==> config.mk <==
export PLATFORM = sky130hd
export DESIGN_NAME = rf_write_arbiter
export DESIGN_NICKNAME = d
export VERILOG_FILES = /design/src/rtl/rf_arb_pkg.sv /design/src/rtl/rf_scoreboard.sv /design/src/rtl/rf_write_arbiter.sv
export SDC_FILE = /design/constraint.sdc
export NUM_CORES = 1
export LEC_CHECK = 0
export CELL_PAD_IN_SITES_DETAIL_PLACEMENT = 0
export CELL_PAD_IN_SITES_GLOBAL_PLACEMENT = 1
export CORE_MARGIN = 5
export CORE_UTILIZATION = 29
export CTS_CLUSTER_SIZE = 16
export DETAILED_ROUTE_END_ITERATION = 7
export PLACE_DENSITY_LB_ADDON = 0.3
export RECOVER_POWER = 100
export SLEW_MARGIN = 30
export SYNTH_ARGS = -nofsm -noshare
export SYNTH_HDL_FRONTEND = slang
export SYNTH_SLANG_ARGS = --single-unit
==> constraint.sdc <==
create_clock -name clk -period 2.78 [get_ports clk]
set_input_delay 0.278 -clock clk [delete_from_list [all_inputs] [get_ports clk]]
set_output_delay 0.278 -clock clk [all_outputs]
set_load 0.01 [all_outputs]
==> src/rtl/rf_arb_pkg.sv <==
`default_nettype none
// ============================================================================
// Module      : rf_arb_pkg
// Description : Shared constants and request record for the GPR write arbiter.
// Revision    : 1.0 - initial release
// ============================================================================
package rf_arb_pkg;

    localparam int REG_AW         = 5;
    localparam int DATA_W         = 32;
    localparam int NUM_GPR        = 32;
    localparam int STARVE_MAX_DEF = 4;

    typedef struct packed {
        logic [REG_AW-1:0] a3;
        logic [DATA_W-1:0] wd;
        logic [DATA_W-1:0] pc;
    } wr_req_t;

endpackage : rf_arb_pkg
`default_nettype wire

==> src/rtl/rf_scoreboard.sv <==
`default_nettype none
// ============================================================================
// Module      : rf_scoreboard
// Description : Pending-write busy bits for long-op destinations, with claim
//               check and two combinational hazard query ports.
// Revision    : 1.0 - initial release
// ============================================================================
module rf_scoreboard
    import rf_arb_pkg::*;
(
    input  logic              clk,
    input  logic              reset,
    input  logic              set_valid,
    input  logic [REG_AW-1:0] set_a3,
    output logic              set_ok,
    input  logic              clr_valid,
    input  logic [REG_AW-1:0] clr_a3,
    input  logic [REG_AW-1:0] q_a1,
    input  logic [REG_AW-1:0] q_a2,
    output logic              q_busy1,
    output logic              q_busy2
);

    // Bit 0 is never written after reset, so $0 always reads idle.
    logic [NUM_GPR-1:0] r_busy;
    logic               w_set;

    assign set_ok = (set_a3 == '0) || !r_busy[set_a3];
    assign w_set  = set_valid && set_ok && (set_a3 != '0);

    // A same-cycle set beats the clear: the new claim is younger than the
    // write that is retiring.
    always_ff @(posedge clk or posedge reset) begin
        if (reset) begin
            r_busy <= '0;
        end else begin
            for (int i = 1; i < NUM_GPR; i++) begin
                if (w_set && (set_a3 == REG_AW'(i))) begin
                    r_busy[i] <= 1'b1;
                end else if (clr_valid && (clr_a3 == REG_AW'(i))) begin
                    r_busy[i] <= 1'b0;
                end
            end
        end
    end

    assign q_busy1 = r_busy[q_a1] && (q_a1 != '0);
    assign q_busy2 = r_busy[q_a2] && (q_a2 != '0);

endmodule : rf_scoreboard
`default_nettype wire

==> src/rtl/rf_write_arbiter.sv <==
`default_nettype none
// ============================================================================
// Module      : rf_write_arbiter
// Description : Shares the GPR write port between writeback (primary) and the
//               multi-cycle unit (secondary), with a starvation guard.
// Revision    : 1.0 - initial release
// ============================================================================
module rf_write_arbiter
    import rf_arb_pkg::*;
#(
    parameter int STARVE_MAX = STARVE_MAX_DEF,
    parameter int CNT_W      = 4
) (
    input  logic              clk,
    input  logic              reset,
    input  logic              p_valid,
    output logic              p_ready,
    input  logic [REG_AW-1:0] p_a3,
    input  logic [DATA_W-1:0] p_wd,
    input  logic [DATA_W-1:0] p_pc,
    input  logic              s_valid,
    output logic              s_ready,
    input  logic [REG_AW-1:0] s_a3,
    input  logic [DATA_W-1:0] s_wd,
    input  logic [DATA_W-1:0] s_pc,
    input  logic              iss_valid,
    input  logic [REG_AW-1:0] iss_a3,
    output logic              iss_ok,
    input  logic [REG_AW-1:0] q_a1,
    input  logic [REG_AW-1:0] q_a2,
    output logic              q_busy1,
    output logic              q_busy2,
    output logic              rf_we,
    output logic [REG_AW-1:0] rf_a3,
    output logic [DATA_W-1:0] rf_wd,
    output logic [DATA_W-1:0] rf_pc
);

    localparam logic [CNT_W-1:0] C_CNT_SAT = {CNT_W{1'b1}};
    localparam logic [CNT_W-1:0] C_STARVE  = CNT_W'(STARVE_MAX);

    logic [CNT_W-1:0] r_wait_cnt;
    logic             w_force;
    logic             w_s_grant;
    logic             w_p_grant;
    wr_req_t          w_p_req;
    wr_req_t          w_s_req;
    wr_req_t          w_win;
    logic             r_we;
    wr_req_t          r_out;

    assign w_force   = s_valid && (r_wait_cnt >= C_STARVE);
    assign w_s_grant = s_valid && (!p_valid || w_force);
    assign w_p_grant = p_valid && !w_s_grant;

    assign p_ready = w_p_grant;
    assign s_ready = w_s_grant;

    assign w_p_req = '{a3: p_a3, wd: p_wd, pc: p_pc};
    assign w_s_req = '{a3: s_a3, wd: s_wd, pc: s_pc};
    assign w_win   = w_s_grant ? w_s_req : w_p_req;

    // Counts only consecutive losing cycles of a waiting secondary.
    always_ff @(posedge clk or posedge reset) begin
        if (reset) begin
            r_wait_cnt <= '0;
        end else if (s_valid && !w_s_grant) begin
            if (r_wait_cnt != C_CNT_SAT) begin
                r_wait_cnt <= r_wait_cnt + 1'b1;
            end
        end else begin
            r_wait_cnt <= '0;
        end
    end

    // Address/data/PC hold when idle so the write log sees a stable bus.
    always_ff @(posedge clk or posedge reset) begin
        if (reset) begin
            r_we  <= 1'b0;
            r_out <= '0;
        end else begin
            r_we <= w_p_grant || w_s_grant;
            if (w_p_grant || w_s_grant) begin
                r_out <= w_win;
            end
        end
    end

    assign rf_we = r_we;
    assign rf_a3 = r_out.a3;
    assign rf_wd = r_out.wd;
    assign rf_pc = r_out.pc;

    rf_scoreboard u_scoreboard (
        .clk       (clk),
        .reset     (reset),
        .set_valid (iss_valid),
        .set_a3    (iss_a3),
        .set_ok    (iss_ok),
        .clr_valid (w_s_grant),
        .clr_a3    (s_a3),
        .q_a1      (q_a1),
        .q_a2      (q_a2),
        .q_busy1   (q_busy1),
        .q_busy2   (q_busy2)
    );

endmodule : rf_write_arbiter
`default_nettype wire

==> impl_metrics.json <==
{
  "outcome": "complete, but fails checks",
  "violations": "max-capacitance violations, max-slew violations",
  "power.leakage_nw": 3.55,
  "final_cell_mix": "clkdlybuf4s50_1, dfrtp_1, dlygate4sd3_1",
  "routed_wl_um": 20000,
  "max-clock-path-buffers": 2,
  "dieArea_um2": 20600,
  "met2_length_um": 9960,
  "antenna_found_initial": 2,
  "fillers": 1618,
  "power_w": 0.00465,
  "die_w_um": 144,
  "grt-ovfl-total": 0,
  "drc_errors": 0,
  "critPathKind": "input pin to output pin",
  "synth_fa_ha_area_frac": 0.00241,
  "drv_cap": 1,
  "dieHeight_um": 144,
  "port_buffers": 232,
  "grt_setup_unrepaired": "false",
  "power_density_nw_per_um2": 570,
  "syn_inst": 449,
  "wire_per_inst_um": 22.0,
  "min_period_ns": 2.68,
  "ios": 233,
  "r2r_slack_ns": 0.37,
  "vias_per_cell": 5.48,
  "synth-async-reset-ratio": 1.00,
  "clock_sinks": 105,
  "synth_compound_area_frac": 0.224,
  "finalMaxSlewViolations": 60,
  "synth_edf_count": 0,
  "wl_met3_um": 2020,
  "end_kind": "output pin",
  "post-place-ws_ns": -0.186,
  "grt_max_degree": 60,
  "max_freq_ghz": 0.373,
  "cts_root_buffer": "clkbuf_16",
  "ys_ff_latch": 105,
  "setup_viol": 0,
  "num_vias": 4989,
  "synthSimpleGateAreaFrac": 0.0548,
  "core-area_um2": 17400,
  "skew_ns": 0.00733,
  "synth_top_family_by_area": "compound AO/OA/AOI/OAI gates",
  "worstPathMaxFanout": 7,
  "avgSynthCellArea_um2": 11.5,
  "ant_nets": 0,
  "start_util": 0.298,
  "synthDistinctLibCells": 37,
  "max-vdd-ir-drop_mv": 0.303,
  "synth_xor_area_frac": 0.00169,
  "synth_mux_area_frac": 0.121,
  "path_clk_slew_ns": 0.06,
  "final_layout_size_suffix_gt1_frac": 0.105,
  "critPathArrivalTime_ns": 2.40,
  "drt-pass1-iter-count": 7,
  "worst_slack_ns": 0.100,
  "num_rows": 48,
  "timing.final.crit_share": 0.964,
  "slew-limit-headroom": -0.00800,
  "grt_pass1_wl_um": 30600,
  "gp_congestion": 0.897,
  "cts_buffers": 9,
  "hold_path.class": "register to register",
  "dp.final_hpwl_um": 15200,
  "cts.htree.levels": 3,
  "yosysSeqAreaShare": 0.507,
  "drtIter0Drc": 510,
  "route.layer.met1.wl_um": 7420,
  "grt_pass1_vias": 5430,
  "cp_data_required_time_ns": 2.50,
  "worst_pin_slew_ns": 1.51,
  "yosys_most_used_dff": "dfrtp_1",
  "nets": 838,
  "start_kind": "input pin",
  "syn2layout_area_growth_pct": 57.4,
  "synth.cell_area_um2": 5180,
  "synth_nets": 608,
  "hold_viol_final": 0,
  "tns_ns": 0,
  "layout_commonest_cell": "clkdlybuf4s50_1",
  "track_usage": 0.192,
  "highest_layer": "met4",
  "holdWs_ns": 0.435,
  "yosysWarnings": 1,
  "cts_tree": "done",
  "clock_latency_ns": 0.35
}
==> Yosys cell counts (4+ instances only) <==
cell | instances | area share
mux4_2 | 23 | 0.10
nand2_1 | 12 | 0.0087
nand2b_1 | 7 | 0.0084
o21ai_0 | 32 | 0.031
mux2i_1 | 4 | 0.0077
inv_1 | 72 | 0.052
nor2b_1 | 5 | 0.0060
clkbuf_1 | 30 | 0.022
nand3_1 | 8 | 0.0077
a222oi_1 | 68 | 0.13
buf_1 | 4 | 0.0029
mux2_2 | 4 | 0.0087
dfrtp_1 | 105 | 0.51
nor2_1 | 5 | 0.0036
o31ai_1 | 32 | 0.046
or3_1 | 4 | 0.0048
buf_6 | 4 | 0.0087
==> critical path, stage by stage <==
cell	delay [ns]
clkdlybuf4s50_1	0.47
buf_6	0.15
mux4_2	0.51
mux4_2	0.48
mux2_2	0.28
clkdlybuf4s15_1	0.23
==> stage by stage <==
stage               cells  utilization  area, µm²
floorplan             449            -       5190
CTS                   908        0.470       8180
global route          909        0.468       8150
global placement      893        0.450       7840
detailed placement    893        0.450       7840
finish                910        0.468       8160
==> path summary, 6_finish.rpt <==
kind                                      endpoint  cells past startpoint                     from
setup / recovery                           q_busy2                      6                  q_a2[0]
hold / removal                       r_wait_cnt[0]                      1            r_wait_cnt[0]
setup reg to reg           u_scoreboard.r_busy[15]                      5  u_scoreboard.r_busy[23]
hold reg to reg                      r_wait_cnt[0]                      1            r_wait_cnt[0]
max in group asynchronous                 rf_a3[0]                      3                    reset
min in group asynchronous                    rf_we                      3                    reset
==> where the power goes <==
group	leakage (nW)	switching, W	internal, W
sequential	1.29	0.000221	0.00175
clock	0.163	0.000569	0.000878
combinational	2.10	0.000518	0.000711
total	3.55	0.00131	0.00334
==> flip-flops by register name, summed over array words and instances, names as in the netlist <==
signal,flops
r_wait_cnt,4
rf_a3,5
rf_pc,32
rf_wd,32
rf_we,1
u_scoreboard.r_busy,31
==> area by class of cell <==
type,instances,area [µm²],area share
Clock buffer,10,229,0.0281
Sequential cell,105,2630,0.322
Tap cell,225,282,0.0345
Inverter,74,282,0.0345
Antenna cell,2,5.00,0.000614
Timing Repair Buffer,259,2540,0.312
Multi-Input combinational cell,230,2090,0.256
Clock inverter,5,104,0.0127
==> kinds of logic after synthesis <==
kind of cell | Yosys count
simple gates | 53
xor+xnor | 1
compound gates | 141
flops | 105
fa+ha+maj | 1
mux | 33
other cells | 1
buf+inv | 114
==> repair_timing <==
item | CTS | global route
gates resized for setup | 5 | 2
hold buffers | 0 | 0
endpoints found under the setup margin | 3 | 2
cloned | 0 | 0
setup buffers | 0 | 0
==> layer usage <==
metal,vias up,track usage
li1,2202,-
met1,2506,0.221
met2,250,0.321
met3,31,0.0752
met4,0,0.0773
met5,-,0
No activity file was read; power rests on OpenSTA's default activity.
